`config.mk`:
```
export PLATFORM = sky130hd
export DESIGN_NAME = irq_ctrl
export DESIGN_NICKNAME = d
export VERILOG_FILES = /design/src/rtl/irq_ctrl.sv
export SDC_FILE = /design/constraint.sdc
export NUM_CORES = 1
export LEC_CHECK = 0
export BUFFER_PORTS_ARGS = -buffer_cell sky130_fd_sc_hd__buf_2
export CORE_AREA = 2 2 86 88
export CTS_CLUSTER_SIZE = 28
export DETAILED_ROUTE_END_ITERATION = 12
export DIE_AREA = 0 0 88 90
export HOLD_SLACK_MARGIN = 0.03
export SYNTH_ARGS = -nofsm -noshare
export SYNTH_HDL_FRONTEND = slang
export SYNTH_SLANG_ARGS = --single-unit
```
`constraint.sdc`:
```
create_clock -name clk -period 2.2 [get_ports clk]
set_input_delay 0.55 -clock clk [delete_from_list [all_inputs] [get_ports clk]]
set_output_delay 0.55 -clock clk [all_outputs]
set_load 0.01 [all_outputs]
```
`src/rtl/irq_ctrl.sv`:
```
// Prioritised interrupt controller: synchronises N_SRC lines, keeps pending/mask/edge
// state, raises irq_out to the core and tracks the in-service source until EOI.
module irq_ctrl #(
  parameter int N_SRC = 8,
  parameter int ID_W  = 3
) (
  input  logic             clk,
  input  logic             rst,
  input  logic [N_SRC-1:0] irq_src,
  input  logic [2:0]       bus_addr,
  input  logic [15:0]      bus_wdata,
  input  logic             bus_we,
  input  logic             bus_re,
  output logic [15:0]      bus_rdata,
  output logic             irq_out,
  input  logic             irq_ack,
  output logic [ID_W-1:0]  irq_id
);

  typedef enum logic [1:0] {IDLE, REQ, SERVICE} state_t;

  state_t           state;
  logic [N_SRC-1:0] s1, s2, prev;
  logic [N_SRC-1:0] pending, pending_next;
  logic [N_SRC-1:0] mask, edge_mode;
  logic [N_SRC-1:0] rise, active, ack_clr, set_bits, clr_bits, entering_edge;
  logic             in_service_valid;
  logic [ID_W-1:0]  in_service_id;
  logic             wr_pend, wr_mask, wr_edge, wr_eoi, wr_swi, ack_fire;
  logic [15:0]      rd_val;
  logic             unused_wdata;

  assign unused_wdata = ^bus_wdata;

  assign wr_pend  = bus_we && (bus_addr == 3'd0);
  assign wr_mask  = bus_we && (bus_addr == 3'd1);
  assign wr_edge  = bus_we && (bus_addr == 3'd2);
  assign wr_eoi   = bus_we && (bus_addr == 3'd4);
  assign wr_swi   = bus_we && (bus_addr == 3'd5);

  assign rise     = s2 & ~prev;
  assign active   = pending & mask;
  assign ack_fire = (state == REQ) && irq_ack;

  function automatic logic [ID_W-1:0] prio(input logic [N_SRC-1:0] a);
    logic [ID_W-1:0] id;
    id = '0;
    for (int i = N_SRC - 1; i >= 0; i--) begin
      if (a[i]) id = ID_W'(i);
    end
    return id;
  endfunction

  // A bit switched into edge mode starts clean so a level that is already high
  // does not carry over as a pending edge.
  always_comb begin
    ack_clr = '0;
    for (int i = 0; i < N_SRC; i++) begin
      ack_clr[i] = ack_fire && (irq_id == ID_W'(i));
    end
    entering_edge = wr_edge ? (bus_wdata[N_SRC-1:0] & ~edge_mode) : '0;
    set_bits      = rise | (wr_swi ? bus_wdata[N_SRC-1:0] : '0);
    clr_bits      = ack_clr | entering_edge | (wr_pend ? bus_wdata[N_SRC-1:0] : '0);
    pending_next  = '0;
    for (int i = 0; i < N_SRC; i++) begin
      if (edge_mode[i] || entering_edge[i]) begin
        if (set_bits[i])      pending_next[i] = 1'b1;
        else if (clr_bits[i]) pending_next[i] = 1'b0;
        else                  pending_next[i] = pending[i];
      end else begin
        pending_next[i] = s2[i];
      end
    end
  end

  always_ff @(posedge clk or posedge rst) begin
    if (rst) begin
      s1        <= '0;
      s2        <= '0;
      prev      <= '0;
      pending   <= '0;
      mask      <= '0;
      edge_mode <= '0;
    end else begin
      s1      <= irq_src;
      s2      <= s1;
      prev    <= s2;
      pending <= pending_next;
      if (wr_mask) mask      <= bus_wdata[N_SRC-1:0];
      if (wr_edge) edge_mode <= bus_wdata[N_SRC-1:0];
    end
  end

  always_comb begin
    rd_val = '0;
    case (bus_addr)
      3'd0: rd_val[N_SRC-1:0] = pending;
      3'd1: rd_val[N_SRC-1:0] = mask;
      3'd2: rd_val[N_SRC-1:0] = edge_mode;
      3'd3: begin
        rd_val[15]         = in_service_valid;
        rd_val[ID_W-1:0]   = in_service_id;
      end
      default: rd_val = '0;
    endcase
  end

  always_ff @(posedge clk or posedge rst) begin
    if (rst) bus_rdata <= '0;
    else if (bus_re) bus_rdata <= rd_val;
  end

  // Ack in REQ wins over everything else that cycle, including an EOI write.
  always_ff @(posedge clk or posedge rst) begin
    if (rst) begin
      state            <= IDLE;
      irq_out          <= 1'b0;
      irq_id           <= '0;
      in_service_valid <= 1'b0;
      in_service_id    <= '0;
    end else begin
      if (wr_eoi) in_service_valid <= 1'b0;
      case (state)
        IDLE: begin
          irq_out <= 1'b0;
          if ((active != '0) && !in_service_valid) begin
            irq_id  <= prio(active);
            irq_out <= 1'b1;
            state   <= REQ;
          end
        end
        REQ: begin
          if (irq_ack) begin
            in_service_valid <= 1'b1;
            in_service_id    <= irq_id;
            irq_out          <= 1'b0;
            state            <= SERVICE;
          end else if (active == '0) begin
            irq_out <= 1'b0;
            state   <= IDLE;
          end else begin
            irq_out <= 1'b1;
            irq_id  <= prio(active);
          end
        end
        SERVICE: begin
          irq_out <= 1'b0;
          if (wr_eoi) state <= IDLE;
        end
        default: begin
          irq_out <= 1'b0;
          state   <= IDLE;
        end
      endcase
    end
  end

endmodule

```
Yosys cells after proc, flatten, opt, wreduce, memory -nomap -nowiden

Index checks and enable logic that the tools add are counted.

$add $sub $neg: 0
$mul: 0
Divide/modulo/power cells: 0
Order comparisons: 0
Equality and inequality tests: 27
Shift operators: 0
Muxes and demuxes: 54
Bitwise gates (word level): 8
Reduce and logical (&&, ||, !) cells: 33

Operator list:

| kind                                                  | count |
|---|---|
| 2-to-1 mux 3 bit                                      | 11 |
| 2-to-1 mux 1 bit                                      | 31 |
| bitwise AND 8 bit                                     | 3 |
| 2-to-1 mux 8 bit                                      | 3 |
| inequality test 3 bit, second input constant          | 8 |
| OR 8 bit                                              | 3 |
| == test 3 bit, second input constant                  | 6 |
| inverter 8 bit                                        | 2 |
| logical AND 1 bit                                     | 15 |
| case mux 5 bit (3 select lines)                       | 1 |
| == test 3 x 2 -> 1 bit, second input constant         | 4 |
| case mux 3 bit (4 select lines)                       | 1 |
| logical NOT 8 bit                                     | 1 |
| logical OR 1 bit                                      | 8 |
| 2-to-1 mux 2 bit                                      | 4 |
| inequality test 2 bit, second input constant          | 4 |
| nonzero test 8 bit                                    | 1 |
| == test 3 x 1 -> 1 bit, second input constant         | 2 |
| logical NOT 3 bit                                     | 2 |
| case mux 2 bit (3 select lines)                       | 1 |
| case mux 3 bit (2 select lines)                       | 1 |
| AND reduction 4 bit                                   | 1 |
| inequality test 3 x 2 -> 1 bit, second input constant | 1 |
| AND reduction 3 bit                                   | 1 |
| other kinds (7)                                       | 7 |

Bits in registers: 67
Bits in latches: 0
Bits in writable memories: 0
Memory bits (read-only): 0
Input bits: 32
Output and inout bits: 20
Logic and storage cells: 141
Memories: 0

Depth between registers and ports, before layout

Gate-level depths: netlist (run 1).

Depth in word-level cells: 12
Depth in mapped cells: 6

Worst setup path after synthesis (run 1)

OpenSTA, ideal clock, no wires.

Path type: input port to flip-flop
From: input bus_addr[0]
To: register pending[3]
Library setup time: 126 ps
Data arrival time: 1,499 ps
Data required time: 2,074 ps
Setup slack: 575 ps
Stages on the path: 3
Buffers on the path: 0
Cell sequence: nor4b_2 > a21oi_1 > a221o_1

Word-level cells in the longest chain between the ends: 6
Elaborated cells on any way between the ends: 16
Classes of those cells: eq/ne: 3; mux: 5; bitwise: 3; reduce/logical: 5

RTL lines:

| item                                                                | RTL line | text |
|---|---|---|
| start: declaration                                                  | 10       | `input logic [2:0] bus_addr,` |
| == test 3 x 2 -> 1 bit or == test 3 bit (tied branches)             | 37, 39   |  |
| logical AND 1 bit (on tied branches)                                | 37, 39   |  |
| 2-to-1 mux 8 bit (on tied branches)                                 | 61, 62   |  |
| OR 8 bit (on tied branches)                                         | 63, 62   |  |
| OR 8 bit or 2-to-1 mux 1 bit (tied branches)                        | 63, 67   |  |
| inequality test 3 bit (no line) or 2-to-1 mux 1 bit (tied branches) | --       |  |
| end signal: assignment                                              | 88       | `pending <= pending_next;` |
| end: declaration                                                    | 24       | `logic [N_SRC-1:0] pending, pending_next;` |

Several ways; a longest one is shown, not always the timed one.
A chain may end at the register's enable or synchronous reset.

Final worst setup path (run 1)

From: register irq_id[2]
To: output irq_id[2]

RTL lines:

| item                     | RTL line | text |
|---|---|---|
| start: declaration       | 17       | `output logic [ID_W-1:0] irq_id` |
| start signal: assignment | 127      | `irq_id <= prio(active);` |
| start signal: assignment | 143      | `irq_id <= prio(active);` |

No word-level cell between the ends.

==> results of run 1 <==
[stage by stage]
stage               cell area (µm²)  utilization [%]  worst slack [ps]
detailed placement             3220             45.8               299
global route                   3440             49.0               494
CTS                            3440             49.0               533
finish                         3440             49.0               542
floorplan                      2910                -               575
global placement               3220             45.8               318
[cells in the mapped netlist (3+ instances only)]
| master | instances | area share (%) |
|---|---|---|
| sky130_fd_sc_hd__a221o_1 | 3 | 1.0 |
| sky130_fd_sc_hd__inv_1 | 21 | 2.7 |
| sky130_fd_sc_hd__a22oi_1 | 4 | 1.0 |
| sky130_fd_sc_hd__o21ai_0 | 3 | 0.52 |
| sky130_fd_sc_hd__nor2_1 | 7 | 0.91 |
| sky130_fd_sc_hd__a21o_1 | 3 | 0.78 |
| sky130_fd_sc_hd__nand4_1 | 5 | 1.1 |
| sky130_fd_sc_hd__mux2_1 | 10 | 3.9 |
| sky130_fd_sc_hd__dfrtp_1 | 67 | 58 |
| sky130_fd_sc_hd__buf_2 | 5 | 0.87 |
| sky130_fd_sc_hd__a21oi_1 | 16 | 2.8 |
| sky130_fd_sc_hd__clkbuf_1 | 6 | 0.78 |
| sky130_fd_sc_hd__nand3_1 | 13 | 2.3 |
| sky130_fd_sc_hd__mux2_2 | 7 | 2.7 |
| sky130_fd_sc_hd__o21ai_1 | 6 | 1.0 |
| sky130_fd_sc_hd__o22ai_1 | 10 | 2.2 |
| sky130_fd_sc_hd__mux2i_1 | 5 | 1.7 |
| sky130_fd_sc_hd__nand2_1 | 24 | 3.1 |
| sky130_fd_sc_hd__a32oi_1 | 3 | 0.91 |
| sky130_fd_sc_hd__buf_4 | 7 | 1.8 |
[per-layer routing]
layer	routed length (µm)	vias up	GRT usage [%]
met5	0	-	0
met4	148	0	8.46
met3	318	16	3.40
met2	2630	80	22.0
met1	2820	1027	24.2
li1	-	975	-
[cells by family after synthesis]
logic type      count (synthesis)  share of synthesized area [%]
compound gates                 55                           12.4
buf+inv                        39                           6.21
flops                          67                           58.2
mux                            25                           10.9
other cells                     1                          0.130
simple gates                   66                           12.2
[how the worst max path moves through the flow]
stage,start,end,depth (start not counted)
2_1_floorplan,bus_addr[0],pending[3],3
3_3_place_gp,bus_addr[0],pending[3],6
3_5_place_dp,bus_addr[0],pending[3],6
4_1_cts,irq_id[2],irq_id[2],1
5_1_grt,irq_id[2],irq_id[2],1
6_report,irq_id[2],irq_id[2],1
[layout by cell type (no fill, tap or decap), types with 3 or more instances in the layout]
cell                       synthesis  routed
sky130_fd_sc_hd__inv_1            21      20
sky130_fd_sc_hd__a22oi_1           4       4
sky130_fd_sc_hd__mux2i_1           5       5
sky130_fd_sc_hd__a32oi_1           3       3
sky130_fd_sc_hd__nand2_1          24      24
sky130_fd_sc_hd__a21o_1            3       3
sky130_fd_sc_hd__mux2_2            7       7
sky130_fd_sc_hd__o21ai_0           3       3
sky130_fd_sc_hd__buf_4             7       8
sky130_fd_sc_hd__nor2_1            7       7
sky130_fd_sc_hd__a21oi_1          16      16
sky130_fd_sc_hd__buf_2             5      36
sky130_fd_sc_hd__conb_1            1       7
sky130_fd_sc_hd__dfrtp_1          67      67
sky130_fd_sc_hd__o21ai_1           6       6
sky130_fd_sc_hd__nand3_1          13      13
sky130_fd_sc_hd__clkbuf_8          0      11
sky130_fd_sc_hd__a221o_1           3       3
sky130_fd_sc_hd__mux2_1           10      10
sky130_fd_sc_hd__o22ai_1          10      10
sky130_fd_sc_hd__nand4_1           5       5
[state kept, by name (all words and copies together) (netlist names), 2 cells and up]
name           count
bus_rdata          9
edge_mode          8
in_service_id      3
irq_id             3
mask               8
pending            8
prev               8
s1                 8
s2                 8
state              2
[final cells by class]
class	instances	area, µm²	area share [%]
clock buffer	12	155	4.51
clock inverter	4	72.6	2.11
inverter	21	82.6	2.40
multi-input combinational	153	1050	30.6
sequential	67	1680	48.7
tap	99	124	3.60
timing repair buffer	46	280	8.14
[power breakdown]
part	internal [µW]	switching, µW
clock network	699	465
logic	353	366
registers	1460	251
total	2510	1080
==> summary by stage, run 1 <==
Outcome
The run finished with clean final reports.

Setup path
The destination of the worst register-to-register timing path is irq_id[0]. The kind of critical path is register to output port. The worst reg2reg path startpoint is in_service_valid.

For this design, the slowest cell found on the critical path is sky130_fd_sc_hd__dfrtp_1. The setup slack on the worst flop-to-flop path is 620 ps. The required time of the critical path is 1650 ps. The kind of end point of the critical path is an output port. The worst-case reg-to-reg path depth is 4. For this run, the slowest stage of the critical path takes 560 ps.

Of all nets on the critical path, the largest fanout is 10. The signal arrival time at the worst endpoint is 1110 ps. Counting both buffers and inverters, the worst setup path holds a total of 1. The worst setup path is launched from a register. The category of cells accounting for the largest share of critical-path delay is flip-flops. Traced cell by cell, the critical path runs through buf_2.

Floorplanning
The die covers ~7900 µm². Once the floorplan was initialized, standard cells occupied 41.0% of the core. The vertical die dimension is approximately 90 µm. The number of placement rows is 31. The boundary pin count is 52. In this run the horizontal extent of the chip is 88 µm. The region available for standard cell placement spans 7020 µm².

Detailed routing
The final route contains 2,098 vias. The number of antenna-violating nets in the routed design is 0. For this run, design rule violations remaining after detail routing come to 0.

Dividing the detail-routed via count by the number of cells gives 5.22. Before antenna repair, the detailed router went through 4 iterations. The routed design has 5920 µm of wire. The violation count after the first detailed-route iteration is 176. The final routed wire length divided by cell count is ~15 µm.

Synthesis
The number of distinct standard cells referenced by the synthesized netlist is 39. Synthesis inferred between 60 and 70 register bits. A synthesized cell averages 11.4 µm².

The synthesis warning total is 0. In the synthesized netlist the dominant register cell turns out to be sky130_fd_sc_hd__dfrtp_1. The count of flip-flops with a built-in enable after synthesis is 0. The share of flip-flops with an asynchronous set or reset is 100%. The post-synth design cell area is between 2000 and 3000 µm². The sequential element share of the synthesized area is 58.2%. The cell count after synthesis came out at 253.

GRT
The initial antenna violation count is 0. The first global-routing pass estimated 9800 µm of wire. The number of global-route vias before repair was 1,885.

Entering global routing, the biggest net connects 68 pins. The total global-route track usage is 16.2%. The total global routing overflow is 0.

Final layout
The net count of the finished layout is 330. The final cell count without fillers is 402. The area added between synthesis and finish is 19.6%. The fill cell total of the finished layout is about 660. Cells with a size suffix above 1 make up between 20% and 30% of the layout.

The repair_antennas step left the layout with diodes totalling 0.

Pwr
The worst voltage drop across the vdd grid is 0.000422 V. The ratio of total power to cell area is 1040 nW/µm². The total power consumption of the routed design is 3590 µW. For this design the static power due to leakage is 0.00160 µW.

Job
The max capacitance violation total is 0.

Place
The weighted congestion at the end of routability-driven global placement is 0.853. The port buffer count is 36. The cell total after placement is 386.

Detailed placement ended at an HPWL of roughly 4200 µm.

Hold path
The tightest min-delay check is of the primary input to asynchronous set/reset pin type.

Clock tree
The clock insertion delay at the later pin of the skew report is 340 ps. The number of setup buffers added after CTS is 0. The number of H-tree levels is 3. The cell chosen for the clock root is sky130_fd_sc_hd__clkbuf_8. TritonCTS built the clock tree.

In this run, post-CTS hold repair placed 0 buffers. After clock tree synthesis, the repair step resized 0 gates. The CTS buffer count is 9.

The longest clock path from root to sink contains 2 buffers. The number of clock sinks seen by CTS is 67. After clock tree synthesis, the clock-pin slew on the worst setup and hold paths is 70 ps.

Timing
The number of pins exceeding their max-slew limit in the final report is 0. Setup violations remaining at the end of the flow were counted as 0. The post-route setup TNS is 0 ps. The clock arrives with 6.68 ps of skew.

The final-report hold violation count is 0. The worst hold slack after final layout is 280 ps. For the finished layout, the period the worst path requires is 1660 ps. The share of the cycle needed by the critical path after routing is 75.3%. Setup repair after global routing left no endpoint under its margin. Timing would allow up to 603 MHz.
No activity file was read; power rests on OpenSTA's default activity.
==> run 2, diff against run 1 <==
ABC_AREA = 1   (was default)
clock period = 1.4 ns   (was 2.2 ns; I/O delays follow)
==> summary by stage, run 2 <==
Outcome
The run finished with clean final reports.

Place
Port buffering added 36 buffers. At the placement stage, the worst setup path has a slack of -74.0 ps. The placed wire-length estimate is 4460 µm. The weighted congestion at the end of routability-driven global placement is approximately 0.87.

Timing
Final hold analysis gives a worst-case slack of just over 90 ps. For the pin with the worst max-slew slack, the measured transition is slightly below 700 ps. The peak clock frequency supported by timing is approximately 750 MHz.

The final-report hold violation count came to 0. Setup violations remaining at the end of the flow were counted as 0. The number of pins exceeding their max-slew limit in the final report is 0. The worst path meets setup with slightly below 70 ps of slack. The worst pin sits at a relative slew slack of 54.3%.

The worst clock skew on the final layout is 5.76 ps. The post-route setup TNS is 0 ps. The final critical path takes up 95.1% of the cycle.

Subtracting the final worst setup slack from the clock period gives 1330 ps.

Detailed routing
The detailed router finished its first iteration with 145 violations. The via density per instance is roughly 4.7. The count of nets left with antenna violations once routing finished came out at 0.

The final layout contains routed wiring with a total length of 6320 µm. The final routed wire length divided by cell count is 12.9 µm. For this block, the via count after detailed routing is 2,299. The length of the first detailed-routing pass in iterations is 4. The remaining design rule violation count is 0.

Synthesis
After synthesis, the most frequently instantiated cells are 109 x sky130_fd_sc_hd__nand2_1, 67 x sky130_fd_sc_hd__dfrtp_1, 27 x sky130_fd_sc_hd__inv_1. The Yosys step of the flow raised 0 warnings. sky130_fd_sc_hd__nand2_1 is the most common cell in the netlist. The share of the synthesized area in the top cell type is 58.0%. Yosys mapped a number of flops with a built-in enable equal to 0.

The post-synth design cell area is 2890 µm². Sequential cells were found to cover 58.0% of the synthesized design area. The most frequently used flop master after synthesis is sky130_fd_sc_hd__dfrtp_1.

A synthesized cell averages 9.26 µm². Counting flops with an async set or reset pin after synthesis yields a share of 100%. The cell count after synthesis came out at between 300 and 400. The largest total area in the synthesized netlist belongs to sky130_fd_sc_hd__dfrtp_1. The synthesized design contains 67 register bits. The number of distinct standard cells referenced by the synthesized netlist is 24. By area the synthesized netlist is led by sky130_fd_sc_hd__dfrtp_1 58%, sky130_fd_sc_hd__nand2_1 14%, sky130_fd_sc_hd__nand4_1 4.1%.

GRT
The pin count of the biggest net entering global routing is 68. The first global-routing pass estimated around 11,000 µm of wire. The total overflow left after global routing is 0.

The initial antenna violation count is 0. The total global-route track usage is 17.6%. The number of global-route vias before repair is 2,247.

Final layout
The area added between synthesis and finish is 25.6%. The library cell used most frequently in the layout, excluding fill and tap cells, is sky130_fd_sc_hd__nand2_1. The antenna diode count is 0. Cells with a size suffix above 1 make up 26.7% of the layout. The number of nets at the end of the flow is 417.

The fill cell total of the finished layout is ~650. The area of the multi-input gates is 1070 µm². The area of all sequential standard cells is 1680 µm². Leaving out fill and tap cells, the most frequent cells in the layout are 106 x sky130_fd_sc_hd__nand2_1, 67 x sky130_fd_sc_hd__dfrtp_1, 36 x sky130_fd_sc_hd__buf_2. The register with the most flip-flops in the layout has 9 of them. Ranked by flip-flop count, first place goes to bus_rdata.

Hold path
The path class of the tightest hold or removal check is primary input to asynchronous set/reset pin.

Floorplanning
The die is 90 µm tall. The floorplan has 31 rows. For this configuration, the core starts out at a cell density of between 40 and 50%. The boundary pin count is 52. The die width is roughly 88 µm. The region available for standard cell placement spans about 7000 µm². The area of the die is 7920 µm².

Clock tree
TritonCTS created 9 clock buffers. The tree is rooted in a sky130_fd_sc_hd__clkbuf_8. TritonCTS built the clock tree. The maximum root-to-sink buffer count is 2. Clock-pin slew was measured on the worst setup and hold paths at 70 ps. The number of clock sinks seen by CTS is 67. The number of H-tree levels is 3. After clock tree synthesis, the flow added hold-fix buffers numbering 0. The buffer count from post-CTS setup fixing is 0.

The clock reaches the later pin of the worst-skew pair after 340 ps.

Setup path
At the worst endpoint, the required time is between 1500 and 2000 ps. The largest driver fanout on the critical path is 6. The kind of end point of the critical path is a register.

The kind of critical path is register to register. Data on the critical path arrives at its endpoint at between 1500 and 2000 ps. STA classifies the critical path startpoint as a register.

Job
The max capacitance violation total is 0.

Pwr
The ratio of total power to cell area is 1560 nW/µm². The total power consumption of the routed design is 5670 µW. The net switching fraction of the power is a little under a third. Combinational logic burns 23.7% of the power. VDD sags by at most roughly 0.00065 V. Cell internal power was estimated by the tool at 3960 µW. For this design the static power due to leakage is roughly 0.0018 µW. The clock share of power is 32.1%. The power share of the sequential group is 44.2%. The net switching power is 1710 µW.
[run 2: stage by stage]
| step | util, % | instance area, µm² | instances |
|---|---|---|---|
| after floorplan | - | 2920 | 318 |
| after global placement | 48.1 | 3380 | 473 |
| after detailed placement | 48.1 | 3380 | 473 |
| after CTS | 51.4 | 3610 | 489 |
| after global routing | 51.7 | 3630 | 489 |
| final | 51.7 | 3630 | 489 |
[run 2: final cells by class]
type	count	area share, %
multi-input cells	212	29.5
inverters	29	3.10
clock inverters	4	2.00
well taps	99	3.41
clock buffers	12	4.28
repair buffers	66	11.5
flip-flops and latches	67	46.2
[run 2: worst max-delay path: stages (launching register included)]
cell and delay [ps]:
sky130_fd_sc_hd__dfrtp_1 400, sky130_fd_sc_hd__nand2_1 100, sky130_fd_sc_hd__nand2_1 110, sky130_fd_sc_hd__nor2_2 140, sky130_fd_sc_hd__nand2_2 90, sky130_fd_sc_hd__nand3_2 80, sky130_fd_sc_hd__nand2_2 110, sky130_fd_sc_hd__nand3_1 120
sky130_fd_sc_hd__nand2_1 60
[run 2: worst paths after layout]
kind / slack [ps] / end / cells after the start / from
setup reg to reg: 70 / irq_id[1] / 8 / pending[1]
max in group asynchronous: 1030 / edge_mode[7] / 3 / rst
hold / removal: 90 / s1[2] / 3 / rst
setup / recovery: 70 / irq_id[1] / 8 / pending[1]
hold reg to reg: 350 / s2[4] / 0 / s1[4]
min in group clk: 110 / s1[5] / 1 / irq_src[5]
[run 2: timing repair]
item	4_1_cts	5_1_grt
resized for setup	1	7
pin swaps	0	2
gates cloned	0	0
endpoints found under the setup margin	2	9
[run 2: per-layer routing]
| layer | GRT usage (%) | part of all wire (%) |
|---|---|---|
| met5 | 0 | 0 |
| met4 | 9.10 | 2.4 |
| met1 | 24.9 | 48 |
| met3 | 3.40 | 4.7 |
| met2 | 25.4 | 45 |
[run 2: kinds of logic after synthesis]
family / Yosys count / synth area share (%)
AND/OR/NAND/NOR: 162 / 24.9
other: 1 / 0.130
flip-flops: 67 / 58.0
AO/OA/AOI/OAI: 39 / 8.62
multiplexers: 4 / 1.82
buffers and inverters: 39 / 6.50
[run 2: power by group through the flow]
stage | combinational (µW) | clock, µW | sequential (µW)
3_5_place_dp | 1290 | 0 | 2540
2_1_floorplan | 746 | 0 | 2540
5_1_grt | 1520 | 1940 | 2560
3_3_place_gp | 1270 | 0 | 2530
6_report | 1340 | 1820 | 2510
4_1_cts | 1300 | 1860 | 2500
==> run 3, diff against run 2 <==
CORE_AREA = 2 2 96 80   (was 2 2 86 88)
DIE_AREA = 0 0 98 82   (was 0 0 88 90)
clock period = 1.5 ns   (was 1.4 ns; I/O delays follow)
==> summary by stage, run 3 (synthesis gave the netlist of run 2 again) <==
Timing
The peak clock frequency supported by timing is 723 MHz. At the pin with the least slew margin, the transition time is 743 ps. The count of endpoints failing setup in the final report is 0. The worst pin sits at a relative slew slack of about half. The share of the cycle needed by the critical path after routing is 92.2%. The final-report hold violation count came to 0. The clock period could shrink to 1380 ps. The number of pins exceeding their max-slew limit in the final report is 0. The worst hold slack after final layout is ~120 ps. The worst clock skew on the final layout is 2.42 ps.

Pwr
The total power consumption of the routed design is 5000 µW. The ratio of total power to cell area is 1460 nW/µm². The worst-case IR drop observed on VDD is 0.000710 V. The leakage power summed over all cells is 0.00172 µW.

Floorplanning
The starting utilization of the core area is 40.6%. The die is 82 µm tall. The area of the die is 8040 µm². The total area inside the core boundary comes to 7110 µm². The die width is approximately 98 µm. The number of placement rows is 28. The boundary pin count is 52.

Clock tree
In this run the deepest clock path goes through 2 buffers. After clock tree synthesis, the clock-pin slew on the worst setup and hold paths is 70 ps. At the later pin of the worst-skew pair, clock insertion delay measures 330 ps. TritonCTS built the clock tree. The H-tree was split into 3 levels.

The number of instances resized during post-cts repair is 0. The number of clock sinks seen by CTS is 67. The number of buffers inserted for hold repair after clock tree synthesis is 0. The cell chosen for the clock root is sky130_fd_sc_hd__clkbuf_8.

The CTS buffer count is 9. In this run the post-CTS setup repair buffer count came out at 0.

Detailed routing
The pre-antenna-repair detailed-routing pass consisted of 4 iterations. The via density per instance is ~4.8. The sum of routed wire length over all layers is just over 6000 µm. The number of antenna-violating nets in the routed design is 0. The remaining design rule violation count is 0. The count of vias placed by the detailed router is 2,210.

The final routed wire length divided by cell count is 13.4 µm. The violation count after the first detailed-route iteration is slightly below 90.

Setup path
The setup slack on the worst flop-to-flop path is 120 ps. At the worst endpoint, the arrival time is approximately 1600 ps. In this design, the largest share of critical-path delay is due to simple AND/OR/NAND/NOR gates.

By startpoint and endpoint, the worst setup path is classified as register to register. The largest driver fanout on the critical path is 6. Together, buffers and inverters on the worst path number 0.

Traced cell by cell, the critical path runs through nand2_1 -> nand2_1 -> nor2_2 -> nand2_1 -> nand3_1 -> nand2_2 -> nand3_1 -> nand2_1. The required time of the critical path is 1720 ps. The cell at the slowest stage of the critical path is sky130_fd_sc_hd__dfrtp_1. In this design, the stage delay of the slowest critical-path cell is 410 ps. The type of origin of the critical path is a register. The most common cell type on the critical path is sky130_fd_sc_hd__nand2_1. The worst reg2reg path startpoint is pending[6]. STA classifies the critical path endpoint as a register.

The destination of the worst register-to-register timing path is irq_id[0]. The worst-case reg-to-reg path depth is 8.

GRT
The total global-route track usage is 16.8%. The number of global-route vias before repair is roughly 2,100. The first global-routing pass estimated 10,200 µm of wire. The initial antenna violation count is 0. Entering global routing, the biggest net connects 68 pins. The total global routing overflow is 0.

Place
The congestion estimate from routability-driven global placement came to 0.831. The port buffer count is 36. In this run the cell area measured after placement is 3200 µm².

The placed wire-length estimate is 4450 µm.

Final layout
The final layout contains 395 nets. Counting flops per register, the top entry is bus_rdata. The most frequent standard cell in the layout excluding fill and tap cells is sky130_fd_sc_hd__nand2_1.

The register with the most flip-flops in the layout has 9 of them. The ratio of cells with drive above 1 in the final layout is 19.9%. For this run, the share of the core covered by cells in the final layout is 48.0%. The number of antenna diodes in the final layout is 0. The area added between synthesis and finish is 18.2%. With fillers left out, the area of the finished cells amounts to 3420 µm². The fill cell total of the finished layout is 702.

In the layout the commonest cells are 108 x sky130_fd_sc_hd__nand2_1, 67 x sky130_fd_sc_hd__dfrtp_1, 36 x sky130_fd_sc_hd__buf_2.

Job
The max capacitance violation total is 0.

Hold path
The path class of the tightest hold or removal check is primary input to asynchronous set/reset pin.

Outcome
The flow ran to the end, and the final reports show no timing, DRC or antenna violations.
[run 3: how the worst max path moves through the flow]
stage	startpoint	to	slack [ps]	cells past startpoint
6_report	pending[6]	irq_id[0]	120	8
4_1_cts	pending[6]	irq_id[2]	30	7
5_1_grt	pending[6]	irq_id[0]	-2	8
2_1_floorplan	bus_addr[1]	mask[0]	170	4
3_5_place_dp	bus_addr[0]	pending[7]	-30	5
3_3_place_gp	bus_addr[2]	pending[5]	40	9
[run 3: power breakdown]
group          switching (µW)  total [µW]  internal, µW  leakage [µW]
registers                 241        2360          2120      0.000796
clock network             623        1600           975      0.000104
logic                     633        1040           409      0.000821
[run 3: worst min-delay path: stages]
cell and delay, ps:
sky130_fd_sc_hd__buf_2 110, sky130_fd_sc_hd__clkinvlp_4 70, sky130_fd_sc_hd__buf_12 300
[run 3: stage by stage]
step / cells / setup slack, ps / TNS (ps)
after floorplan: 318 / 173 / 0
after global placement: 442 / 44.2 / 0
after detailed placement: 442 / -26.3 / -156
after CTS: 457 / 25.0 / 0
after global routing: 457 / -1.53 / -1.53
final: 457 / 116 / 0
[run 3: area by class of cell]
class | instances | area [µm²] | share of cell area, %
repair buffers | 44 | 253 | 7.40
flip-flops and latches | 67 | 1680 | 49.1
clock inverters | 2 | 60.1 | 1.76
multi-input cells | 212 | 1050 | 30.8
clock buffers | 13 | 149 | 4.36
inverters | 29 | 113 | 3.30
well taps | 90 | 113 | 3.30
[run 3: per-layer routing]
layer	vias to the layer above	track usage, %	wire length, µm
li1	1107	-	-
met1	1038	23.7	3180
met2	60	24.7	2590
met3	5	4.94	309
met4	0	5.97	52
met5	-	0	0
